`src/rtl/pulse_width_meter.sv`:
```
// Measures high width, low width and period (in clk cycles) of a slow, clk-synchronous
// square wave; publishes one registered result per complete period with a valid strobe.
module pulse_width_meter #(
   parameter int unsigned CNT_W = 8
) (
   input  logic             clk,
   input  logic             rst,
   input  logic             sig_in,
   input  logic             meas_en,
   output logic [CNT_W-1:0] hi_width,
   output logic [CNT_W-1:0] lo_width,
   output logic [CNT_W:0]   period,
   output logic             ovf,
   output logic             meas_valid
);

   localparam int unsigned PER_W = CNT_W + 1;
   localparam logic [CNT_W-1:0] CNT_MAX = '1;
   localparam logic [CNT_W-1:0] CNT_ONE = CNT_W'(1);

   typedef enum logic [1:0] {
      IDLE = 2'd0,
      HIGH = 2'd1,
      LOW  = 2'd2
   } state_t;

   state_t           state, state_nxt;
   logic             sig_d;
   logic [CNT_W-1:0] hi_acc, hi_acc_nxt;
   logic [CNT_W-1:0] lo_acc, lo_acc_nxt;
   logic [CNT_W-1:0] hi_hold, hi_hold_nxt;
   logic             ovf_acc, ovf_acc_nxt;
   logic [CNT_W-1:0] hi_width_nxt, lo_width_nxt;
   logic [PER_W-1:0] period_nxt;
   logic             ovf_nxt, meas_valid_nxt;
   logic             rise_c, fall_c;

   // Edge detect; sig_d resets high so a level already high out of reset is not a rise.
   assign rise_c = sig_in & ~sig_d;
   assign fall_c = ~sig_in & sig_d;

   // State register
   always_ff @(posedge clk) begin
      if (rst) begin
         state <= IDLE;
      end else begin
         state <= state_nxt;
      end
   end

   // Next-state and datapath next values
   always_comb begin
      state_nxt      = state;
      hi_acc_nxt     = hi_acc;
      lo_acc_nxt     = lo_acc;
      hi_hold_nxt    = hi_hold;
      ovf_acc_nxt    = ovf_acc;
      hi_width_nxt   = hi_width;
      lo_width_nxt   = lo_width;
      period_nxt     = period;
      ovf_nxt        = ovf;
      meas_valid_nxt = 1'b0;

      if (!meas_en) begin
         // Disable wins over any edge and discards the partial period.
         state_nxt   = IDLE;
         hi_acc_nxt  = '0;
         lo_acc_nxt  = '0;
         hi_hold_nxt = '0;
         ovf_acc_nxt = 1'b0;
      end else begin
         case (state)
            IDLE: begin
               if (rise_c) begin
                  hi_acc_nxt  = CNT_ONE;
                  ovf_acc_nxt = 1'b0;
                  state_nxt   = HIGH;
               end
            end
            HIGH: begin
               if (fall_c) begin
                  hi_hold_nxt = hi_acc;
                  lo_acc_nxt  = CNT_ONE;
                  state_nxt   = LOW;
               end else if (sig_in) begin
                  if (hi_acc == CNT_MAX) begin
                     ovf_acc_nxt = 1'b1;
                  end else begin
                     hi_acc_nxt = hi_acc + CNT_ONE;
                  end
               end
            end
            LOW: begin
               if (rise_c) begin
                  // Closing rise publishes and immediately opens the next period.
                  hi_width_nxt   = hi_hold;
                  lo_width_nxt   = lo_acc;
                  period_nxt     = PER_W'(hi_hold) + PER_W'(lo_acc);
                  ovf_nxt        = ovf_acc;
                  meas_valid_nxt = 1'b1;
                  hi_acc_nxt     = CNT_ONE;
                  ovf_acc_nxt    = 1'b0;
                  state_nxt      = HIGH;
               end else if (!sig_in) begin
                  if (lo_acc == CNT_MAX) begin
                     ovf_acc_nxt = 1'b1;
                  end else begin
                     lo_acc_nxt = lo_acc + CNT_ONE;
                  end
               end
            end
            default: begin
               state_nxt = IDLE;
            end
         endcase
      end
   end

   // Datapath and result registers
   always_ff @(posedge clk) begin
      if (rst) begin
         sig_d      <= 1'b1;
         hi_acc     <= '0;
         lo_acc     <= '0;
         hi_hold    <= '0;
         ovf_acc    <= 1'b0;
         hi_width   <= '0;
         lo_width   <= '0;
         period     <= '0;
         ovf        <= 1'b0;
         meas_valid <= 1'b0;
      end else begin
         sig_d      <= sig_in;
         hi_acc     <= hi_acc_nxt;
         lo_acc     <= lo_acc_nxt;
         hi_hold    <= hi_hold_nxt;
         ovf_acc    <= ovf_acc_nxt;
         hi_width   <= hi_width_nxt;
         lo_width   <= lo_width_nxt;
         period     <= period_nxt;
         ovf        <= ovf_nxt;
         meas_valid <= meas_valid_nxt;
      end
   end

endmodule

```
`config.mk`:
```
export PLATFORM = sky130hd
export DESIGN_NAME = pulse_width_meter
export DESIGN_NICKNAME = d
export VERILOG_FILES = /design/src/rtl/pulse_width_meter.sv
export SDC_FILE = /design/constraint.sdc
export NUM_CORES = 1
export LEC_CHECK = 0
export ABC_AREA = 1
export BUFFER_PORTS_ARGS = -buffer_cell sky130_fd_sc_hd__buf_2
export CAP_MARGIN = 20
export CORE_MARGIN = 1.5
export CORE_UTILIZATION = 55
export CTS_BUF_LIST = sky130_fd_sc_hd__clkbuf_8
export CTS_CLUSTER_DIAMETER = 80
export CTS_CLUSTER_SIZE = 16
export DETAILED_ROUTE_END_ITERATION = 16
export PLACE_DENSITY = 0.85
export SLEW_MARGIN = 20
export SYNTH_ARGS = -nofsm -noshare
export SYNTH_HDL_FRONTEND = slang
export SYNTH_SLANG_ARGS = --single-unit
```
`constraint.sdc`:
```
create_clock -name clk -period 1.8 [get_ports clk]
set_clock_uncertainty 0.15 [all_clocks]
set_input_delay 0 -clock clk [delete_from_list [all_inputs] [get_ports clk]]
set_output_delay 0 -clock clk [all_outputs]
set_load 0.01 [all_outputs]
```
Word-level counts from Yosys, hierarchy flattened. Index checks and enable logic that the tools add are counted.

Latch bits: 0. Memory bits (read-only): 0. Memories kept: 0. Word-level logic and storage cells: 71. Memory bits (writable): 0. Register bits after elaboration: 55. Output and inout port bits: 27. Input port bits: 4.

Equal/unequal tests: 16. Mux-type cells: 22. Multipliers: 0. Reductions and logical operators: 13. $add $sub $neg: 3. Bitwise operators: 6. Magnitude comparators: 0. Div/mod/pow operators: 0. Shift operators: 0.

Operators by type and width (number): 8-bit two-way mux (8); 8-bit one-hot mux with 2 select lines (2); 2-bit inequality test (second input constant) (9); 8-bit by 1-bit adder with 8-bit output (second input constant) (2); 8-bit equality test (second input constant) (2); 5-bit AND reduction (2); 8-bit by 8-bit adder with 9-bit output (1); 1-bit two-way mux (8); 7-bit AND reduction (1); 3-bit inequality test (second input constant) (2); 2-bit two-way mux (2); 1-bit NOT (4); 2-bit one-hot mux with 2 select lines (1); 2-bit AND reduction (2); 2-bit nonzero test (2); 2-bit OR reduction (2); 1-bit one-hot mux with 3 select lines (1); 3-bit AND reduction (1); 3-bit nonzero test (1); 3-bit OR reduction (1); 1-bit bitwise AND (2); 2-bit by 1-bit equality test with 1-bit output (second input constant) (1); 2-bit equality test (second input constant) (1); 2-bit zero test (1); 2-bit by 1-bit inequality test with 1-bit output (second input constant) (1).

Depth between registers and ports, before layout. Gate-level depths: netlist of the first run.

Depth after elaboration: 5. Gate-level depth with buffers: 11. Depth with buffers taken out: 11.

Worst setup path after synthesis of the first run. OpenSTA, ideal clock, no wires.

Kind: flip-flop to flip-flop. From: register state[0]. To: register period[1]. Clock period less this slack: 1.731 ns. Setup slack: 0.069 ns. Arrival: 1.465 ns. Library setup time: 0.116 ns. Buffers on the path: 2. Stages on the path, launching flop included: 10. Required time: 1.534 ns. Cell sequence: dfxtp_1 inv_1 ha_1 inv_4 nor3_4 buf_6 inv_4 buf_6 nor2_2 nor2_1.

Cells in the longest elaborated chain, start to end: 2.

RTL lines: start, declared (RTL line 27) `state_t state, state_nxt;`; start signal, assigned (RTL line 47) `state <= state_nxt;`; 2-bit equality test (RTL line 72) `case (state)`; 3-bit AND reduction (no source line); end signal, assigned (RTL line 140) `period <= period_nxt;`; end, declared (RTL line 12) `output logic [CNT_W:0] period,`.

Every way passes these cells. A chain may end at the register's enable or synchronous reset.

Final worst setup path of the first run.
From: register state[1]. To: register hi_acc[0].

Cells in the longest elaborated chain, start to end: 4. Elaborated cells on any way between the ends: 11. Those cells by class: eq/ne (6); mux (1); reduce/logical (4).

RTL lines: 2-bit equality test or 2-bit zero test (tied branches) (RTL line 72); 2-bit OR reduction (no source line); 2-bit by 1-bit inequality test with 1-bit output (no source line) or 2-bit nonzero test (tied branches); 5-bit AND reduction (no source line); end signal, assigned (RTL line 134) `hi_acc <= hi_acc_nxt;`; end, declared (RTL line 29) `logic [CNT_W-1:0] hi_acc, hi_acc_nxt;`.

Parallel ways exist; a longest one is shown, timed or not.

==> out/qor.yml, run 1 <==
via_per_inst: 5.21
ff2ff_path_depth: 9
async_reset_ff_frac: 0
grt-ovfl-total: 0
slew_viol_final: 0
crit_start: "state[1]$_SDFFE_PP0P_"
grt_pass1_wl_mm: 10.1
final_nets: 475
cts_tree: "yes"
endpoint_kind: "flop"
maxCapViolCount: 0
grt_max_degree: 40
numCtsBuffers: 5
postSynthAreaPerCell_um2: 6.94
p_per_area_mw_per_mm2: 616
root_buffer: "clkbuf_8"
placed_cells: 513
dieArea_mm2: 0.00563
ioPinCount: 31
final_common_cell: "nand2_1"
synth_edf_count: 0
final_cell_count_no_fill: 527
synth_cell_types: 29
syn2layout_area_growth_pct: 18.0
reg2reg_from: "state[1]$_SDFFE_PP0P_"
core_area_mm2: 0.00504
min_from: "meas_en"
syn_inst: 411
hold_depth: 6
antenna_found_initial: 0
min_period_ns: 1.72
clkSinkCount: 55
synth_ff_type: "dfxtp_1"
route.detailed.drc: 0
holdPathEnd: "ovf_acc$_SDFFE_PP0P_"
wl_per_cell_um: 12.9
drive_above_1_share: 0.193
status: "finished clean"
syn_nets: 430
dieWidth_um: 75.0
hold_viol: 0
drt_pre_antenna_iters: 4
layout_common_cells: "nand2_1 (83), nor2_1 (62), dfxtp_1 (49), inv_1 (47), o21ai_0 (40)"
track_usage: 0.237
ys_seq_area_frac: 0.386
drt_wl_total_mm: 6.79
gp_congestion: 0.899
clk_pin_slew_worst_paths_ns: 0.10
htree_levels: 2
clock_latency_ns: 0.32
fp-row-count: 26
first_iter_violations: 169
grt_pass1_vias: 2308
yosysWarnings: 0
worst_pin_slew_ns: 0.614
port_buffers: 30
ff2ff_setup_slack_ns: 0.08
vias: 2747
hold_path.class: "input port to flop"
post-dp-hpwl_mm: 4.57
max_clock_freq_mhz: 580
startpoint_type: "flop"
worstPathRequired_ns: 1.86
start_util: 0.566
totalPowerFinal_mw: 2.07
netlist_area_mm2: 0.00285
ant_nets: 0
clockBufferDepth: 2
power_leakage_nw: 1.58
ys_seq_elements: 55
worstPathArrival_ns: 1.78
worstReg2RegEnd: "hi_acc[0]$_SDFFE_PP0P_"
setup-violations-final: 0
min_period_over_period: 0.958
critPathKind: "flop to flop"
antenna_cells: 0
ir_worst_vdd_mv: 0.329
cp_max_fo: 10
rsz0062_at_grt: "yes"
die_y_um: 75.0
relSlewSlack: 0.590
-- synthesized netlist by cell type, drive strengths merged (2+ instances only) --
| cell | number | area share |
|---|---|---|
| ha | 14 | 0.061 |
| buf | 5 | 0.015 |
| nor2 | 76 | 0.12 |
| dfxtp | 55 | 0.39 |
| o21ai | 42 | 0.074 |
| nor3b | 2 | 0.0053 |
| nand4 | 6 | 0.013 |
| clkbuf | 5 | 0.0070 |
| a21oi | 35 | 0.061 |
| nand3 | 24 | 0.042 |
| nand2 | 87 | 0.12 |
| inv | 52 | 0.070 |
-- how the worst max path moves through the flow --
| stage | endpoint | cells after the start |
|---|---|---|
| 2_1_floorplan | period[1]$_SDFFE_PP0P_ | 9 |
| 3_3_place_gp | period[3]$_SDFFE_PP0P_ | 8 |
| 3_5_place_dp | period[3]$_SDFFE_PP0P_ | 8 |
| 4_1_cts | period[3]$_SDFFE_PP0P_ | 8 |
| 5_1_grt | hi_acc[3]$_SDFFE_PP0P_ | 10 |
| 6_report | hi_acc[0]$_SDFFE_PP0P_ | 9 |
-- per-layer routing --
layer  wire length, um  vias up  track usage  share of wire
met1              3020     1247        0.290           0.44
met5                 0        -            0              0
met4               174        0        0.111          0.026
met2              3230       80        0.404           0.47
li1                  -     1404            -              -
met3               369       16       0.0428          0.054
-- worst max-delay path, stage by stage, from the launching register on --
cell and delay, ns:
dfxtp_4 0.38, inv_2 0.10, ha_4 0.18, inv_1 0.07, nand2_1 0.08, nand2_1 0.09, nor2_4 0.20, nand2_4 0.12
o21ai_0 0.20, a21oi_1 0.06
-- power by group --
part,switching (mW),leakage [nW],internal (mW)
registers,0.00568,0.447,1.22
logic,0.0745,1.08,0.0364
clock network,0.421,0.0474,0.315
total,0.502,1.58,1.57
-- through the flow --
stage                     setup slack, ns  instance area [um2]   util  hold WS [ns]  setup TNS, ns
final                              0.0757                 3360  0.667         0.135              0
after global routing              -0.0335                 3360  0.667         0.148        -0.0977
after detailed placement          -0.0222                 3130  0.620         0.129        -0.0222
after floorplan                    0.0693                 2850      -       -0.0776              0
after CTS                          0.0145                 3250  0.645         0.106              0
after global placement             0.0174                 3130  0.620         0.117              0
-- state kept, by name, summed over array words and instances (netlist names), 2 cells and up --
signal    cells
hi_acc        8
lo_acc        8
state         2
period        9
lo_width      8
hi_width      8
hi_hold       8
-- kinds of logic after synthesis --
family | Yosys count | share of synthesized area
AND/OR/NAND/NOR | 197 | 0.304
XOR/XNOR | 2 | 0.00614
adder cells (fa/ha/maj) | 15 | 0.0685
AO/OA/AOI/OAI | 80 | 0.143
buffers and inverters | 62 | 0.0926
flip-flops | 55 | 0.386
-- timing repair --
action | 4_1_cts | 5_1_grt
hold buffers | 2 | 0
buffers inserted | 0 | 3
hold endpoints to repair | 6 | 0
setup endpoints to repair | 3 | 34
resized for setup | 2 | 21
cloned | 0 | 1
pin swaps | 0 | 2
-- final cells by class --
cell class | instances | area (um2)
clock inverter | 2 | 16.3
timing repair buffer | 48 | 320
clock buffer | 6 | 82.6
multi-input combinational | 294 | 1540
sequential | 55 | 1110
fill | 415 | 1680
tap | 70 | 87.6
inverter | 52 | 200
(Power assumes the default switching activity.)
==> run 2: changes to the inputs <==
Settings changed: BUFFER_PORTS_ARGS -buffer_cell sky130_fd_sc_hd__buf_2 to -buffer_cell sky130_fd_sc_hd__buf_4.
==> run 2 against run 1 <==
  * Critical path depth is 1 lower
  * Combinational power fell by 6%
  * Largest power group unchanged
  * Sequential cell count unchanged
  * Clock-buffer cell count down 1
  * First-iteration DRC count is 22% higher
  * Critical path type unchanged
==> out/qor.yml, run 2 (synthesis gave the netlist of run 1 again) <==
p_per_area_mw_per_mm2: 624
clockBufferDepth: 2
setup-violations-final: 0
drt_pre_antenna_iters: 4
ff2ff_setup_slack_ns: 0.09
port_buffers: 30
htree_levels: 2
final_common_cell: "nand2_1"
topRoutingLayerUsed: "met4"
clkSinkCount: 55
grt_pass1_wl_mm: 10.3
maxCapViolCount: 0
core_area_mm2: 0.00504
wl_per_cell_um: 13.0
drive_above_1_share: 0.185
first_iter_violations: 206
root_buffer: "clkbuf_8"
start_util: 0.566
worstPathArrival_ns: 1.76
design_area_mm2: 0.00341
wl_met2_mm: 3.52
hold_depth: 6
track_usage: 0.238
hold_path.class: "input port to flop"
post-dp-hpwl_mm: 4.79
wl_met3_um: 247
status: "finished clean"
multi_input_area_mm2: 0.00152
grt_max_degree: 40
grt-ovfl-total: 0
vias: 2729
reg2reg_from: "hi_hold[0]$_SDFFE_PP0P_"
clock_latency_ns: 0.30
setup_ws_ns: 0.0949
max_clock_freq_mhz: 586
drt_wl_total_mm: 6.83
ff2ff_path_depth: 8
gp_congestion: 0.886
post-place-ws_ns: -0.0353
min_period_ns: 1.71
regArea_mm2: 0.00111
relSlewSlack: 0.601
ant_nets: 0
grt_pass1_vias: 2353
placed_area_mm2: 0.00320
cp_max_fo: 3
wl_met1_mm: 2.95
layout_common_cells: "nand2_1 (84), nor2_1 (62), inv_1 (48), dfxtp_1 (48), buf_4 (42)"
slew_viol_final: 0
largest_register: "period"
ioPinCount: 31
syn2layout_area_growth_pct: 19.5
die_y_um: 75.0
endpoint_kind: "flop"
ir_worst_vdd_mv: 0.308
startpoint_type: "flop"
n_fill_cell: 426
fp-row-count: 26
antenna_found_initial: 0
worst_pin_slew_ns: 0.597
route.detailed.drc: 0
largest_register_ffs: 9
clk_pin_slew_worst_paths_ns: 0.09
min_period_over_period: 0.947
worstReg2RegEnd: "period[4]$_SDFFE_PP0P_"
power_leakage_nw: 1.56
dieWidth_um: 75.0
antenna_cells: 0
worstPathRequired_ns: 1.86
critPathKind: "flop to flop"
numCtsBuffers: 5
dieArea_mm2: 0.00563
via_per_inst: 5.20
cts_tree: "yes"
holdPathEnd: "ovf_acc$_SDFFE_PP0P_"
min_from: "meas_en"
fin_util: 0.676
hold_viol: 0
final_nets: 474
==> run 2: area by class of cell <==
cell class | count | share of cell area
sequential | 55 | 0.326
multi-input combinational | 295 | 0.446
timing repair buffer | 46 | 0.112
tap | 70 | 0.0257
clock inverter | 2 | 0.0110
inverter | 52 | 0.0588
clock buffer | 5 | 0.0202
==> run 2: critical path: stages (launching register included) <==
cell and delay (ns):
dfxtp_1 0.36, ha_1 0.23, fa_2 0.37, nand3_1 0.13
nand3_1 0.08, nand2_1 0.06, nand3_1 0.09, o211ai_1 0.09
inv_1 0.05
==> run 2: report_power, final <==
part,total (mW),internal [mW],switching [mW]
sequential,1.23,1.22,0.00524
clock,0.796,0.407,0.389
combinational,0.104,0.0344,0.0700
==> run 2: worst max path at each step <==
stage                             from                     end  slack [ns]  cells after the start
6_report       hi_hold[0]$_SDFFE_PP0P_  period[4]$_SDFFE_PP0P_        0.09                      8
5_1_grt         hi_acc[0]$_SDFFE_PP0P_  hi_acc[7]$_SDFFE_PP0P_      -0.007                      8
4_1_cts          state[0]$_SDFFE_PP0P_  period[3]$_SDFFE_PP0P_       0.009                      8
3_5_place_dp     state[0]$_SDFFE_PP0P_  period[3]$_SDFFE_PP0P_       -0.04                      8
3_3_place_gp     state[0]$_SDFFE_PP0P_  period[3]$_SDFFE_PP0P_        0.02                      8
2_1_floorplan    state[0]$_SDFFE_PP0P_  period[1]$_SDFFE_PP0P_        0.07                      9
==> run 2: routing by layer <==
metal | vias to the layer above | global-route usage
met3 | 11 | 0.0375
met1 | 1265 | 0.289
met4 | 0 | 0.0687
met5 | - | 0
met2 | 53 | 0.433
li1 | 1400 | -
==> run 2: per-stage QoR <==
stage          std cells  hold slack [ns]  TNS [ns]  power, mW
2_1_floorplan        411          -0.0776         0       1.32
3_3_place_gp         512            0.105         0       1.35
6_report             525            0.164         0       2.13
3_5_place_dp         512            0.103   -0.0530       1.35
5_1_grt              525            0.208  -0.00687       2.20
4_1_cts              521            0.158         0       2.14
==> run 2: repair_timing <==
item,in CTS,in global routing
hold endpoints to repair,7,0
hold buffers,2,0
endpoints found under the setup margin,5,32
pin swaps,0,2
gates cloned,0,2
buffers inserted,0,2
resized for setup,3,13
==> run 3: changes to the inputs <==
Settings changed: CORE_UTILIZATION 55 to 61, PLACE_DENSITY 0.85 to 0.89.
Clock period 1.8 ns to 1.91 ns, I/O delays scaled along.
==> run 3 against run 2 <==
  * Cell count fell by 4.0%
  * Core utilization rose by 8.6 points
  * Clock power rose by 15%
  * First-iteration DRC count rose by 17%
  * Sequential cell count did not move
  * Cell area fell by 1.3%
  * Critical endpoint is now hi_acc[5]$_SDFFE_PP0P_
  * Register-to-register slack improved by 0.04 ns
  * Sequential share of layout area rose by 0.10 points
  * Critical path depth rose by 1
  * Hold slack got worse by 0.058 ns
  * Largest cell class unchanged
  * Fmax fell by 3.7%
==> out/qor.yml, run 3 (synthesis gave the netlist of run 1 again) <==
first_iter_violations: 240
worst_pin_slew_ns: 0.618
core_area_mm2: 0.00441
setup_tns_ns: 0
wl_per_cell_um: 14.2
startpoint_type: "flop"
min_from: "meas_en"
wl_met3_um: 494
track_usage: 0.284
dieArea_mm2: 0.00509
max_clock_freq_mhz: 565
numCtsBuffers: 5
worstPathArrival_ns: 1.87
slowest_delay_ns: 0.39
min_period_over_period: 0.927
endpoint: "hi_acc[5]$_SDFFE_PP0P_"
ff2ff_setup_slack_ns: 0.14
switchingPower_mw: 0.465
worstReg2RegEnd: "hi_acc[5]$_SDFFE_PP0P_"
fp-row-count: 24
post-dp-hpwl_mm: 4.83
switching_share: 0.214
antenna_cells: 0
rsz0062_at_grt: "no"
final_common_cell: "nand2_1"
port_buffers: 30
grt_pass1_vias: 2595
power_frac_comb: 0.046
route.detailed.drc: 0
p_int_mw: 1.71
clkPwrFrac: 0.422
hold_path.class: "input port to flop"
path_depth: 9
drive_above_1_share: 0.159
p_per_area_mw_per_mm2: 646
dieWidth_um: 71.4
setup-violations-final: 0
root_buffer: "clkbuf_8"
via_per_inst: 5.69
design_area_mm2: 0.00336
worstPathRequired_ns: 2.01
antenna_found_initial: 0
cts_tree: "yes"
slew_viol_final: 0
clock_latency_ns: 0.31
drt_pre_antenna_iters: 5
topRoutingLayerUsed: "met4"
die_y_um: 71.4
wl_met2_mm: 3.35
largest_register: "period"
power_frac_seq: 0.532
drt_wl_total_mm: 7.14
htree_levels: 2
layout_common_cells: "nand2_1 (84), nor2_1 (63), dfxtp_1 (55), inv_1 (49), o21ai_0 (41)"
hold_depth: 7
ir_worst_vdd_mv: 0.417
clk_pin_slew_worst_paths_ns: 0.10
clockBufferDepth: 2
cpMostUsedCell: "nand2_1"
grt_max_degree: 40
grt_pass1_wl_mm: 11.6
wl_met1_mm: 3.06
cp_top_family: "simple AND/OR/NAND/NOR gates"
power_leakage_nw: 1.55
final_nets: 470
syn2layout_area_growth_pct: 17.9
relSlewSlack: 0.587
whs_ns: 0.106
critPathKind: "flop to flop"
slowest_stage: "dfxtp_1"
status: "finished clean"
maxCapViolCount: 0
crit_start: "hi_acc[0]$_SDFFE_PP0P_"
critPathBufInv: 1
ff2ff_path_depth: 9
reg2reg_from: "hi_acc[0]$_SDFFE_PP0P_"
gp_congestion: 0.942
n_fill_cell: 302
ant_nets: 0
path_cells: "ha_1, nand2_1, nor2_4, nand4_1, nand2_4, inv_2, nand2_1, nand2_1, nor2_1"
endpoint_kind: "flop"
largest_register_ffs: 9
ioPinCount: 31
hold_viol: 0
clkSinkCount: 55
cp_max_fo: 10
min_period_ns: 1.77
grt-ovfl-total: 0
placed_area_mm2: 0.00316
start_util: 0.646
vias: 2866
==> run 3: changes by cell type in the layout (fill, tap and decap cells not counted), sizes merged <==
cell / change
buf: -3
bufinv: +1
nand2: -1
==> run 3: power by group through the flow <==
stage / sequential [mW] / combinational (mW) / clock [mW]
after floorplan: 1.18 / 0.0621 / 0
after global placement: 1.18 / 0.0897 / 0
after detailed placement: 1.18 / 0.0919 / 0
after CTS: 1.16 / 0.0955 / 0.920
after global routing: 1.16 / 0.111 / 0.969
final: 1.16 / 0.0996 / 0.917
==> run 3: area by class of cell <==
type	count	area, um2	share of cell area
Clock buffer	5	68.8	0.0205
Multi-Input combinational cell	294	1500	0.447
Clock inverter	3	67.6	0.0201
Timing Repair Buffer	43	358	0.106
Inverter	52	200	0.0595
Tap cell	52	65.1	0.0194
Sequential cell	55	1100	0.328
==> run 3: per-stage QoR <==
step / utilization / cells / total power, mW / setup WS [ns]
after floorplan: - / 411 / 1.24 / 0.179
after global placement: 0.715 / 492 / 1.27 / 0.130
after detailed placement: 0.715 / 492 / 1.27 / 0.0802
after CTS: 0.751 / 502 / 2.17 / 0.0645
after global routing: 0.762 / 504 / 2.24 / 0.00748
final: 0.762 / 504 / 2.17 / 0.139
==> run 3: layer usage <==
layer	track usage	up-vias
li1	-	1396
met1	0.373	1308
met2	0.462	136
met3	0.0464	26
met4	0.126	0
met5	0	-
==> run 3: tightest hold or removal path, delay by kind of cell <==
| kind | cells | cell delay [ns] |
|---|---|---|
| AO/OA/AOI/OAI | 1 | 0.06 |
| AND/OR/NAND/NOR | 3 | 0.17 |
| buffers and inverters | 3 | 0.29 |
==> run 3: worst min-delay path by stage <==
| stage | to | slack, ns |
|---|---|---|
| after floorplan | meas_valid$_SDFF_PP0_ | -0.08 |
| after global placement | meas_valid$_SDFF_PP0_ | 0.09 |
| after detailed placement | meas_valid$_SDFF_PP0_ | 0.09 |
| after CTS | lo_acc[5]$_SDFFE_PP0P_ | 0.09 |
| after global routing | lo_acc[5]$_SDFFE_PP0P_ | 0.16 |
| final | lo_acc[5]$_SDFFE_PP0P_ | 0.11 |
==> run 3: repair_timing <==
item | CTS | global route
hold buffers | 2 | 0
buffers inserted | 0 | 1
endpoints found under the hold margin | 7 | 0
resized for setup | 0 | 5
setup endpoints to repair | 0 | 14
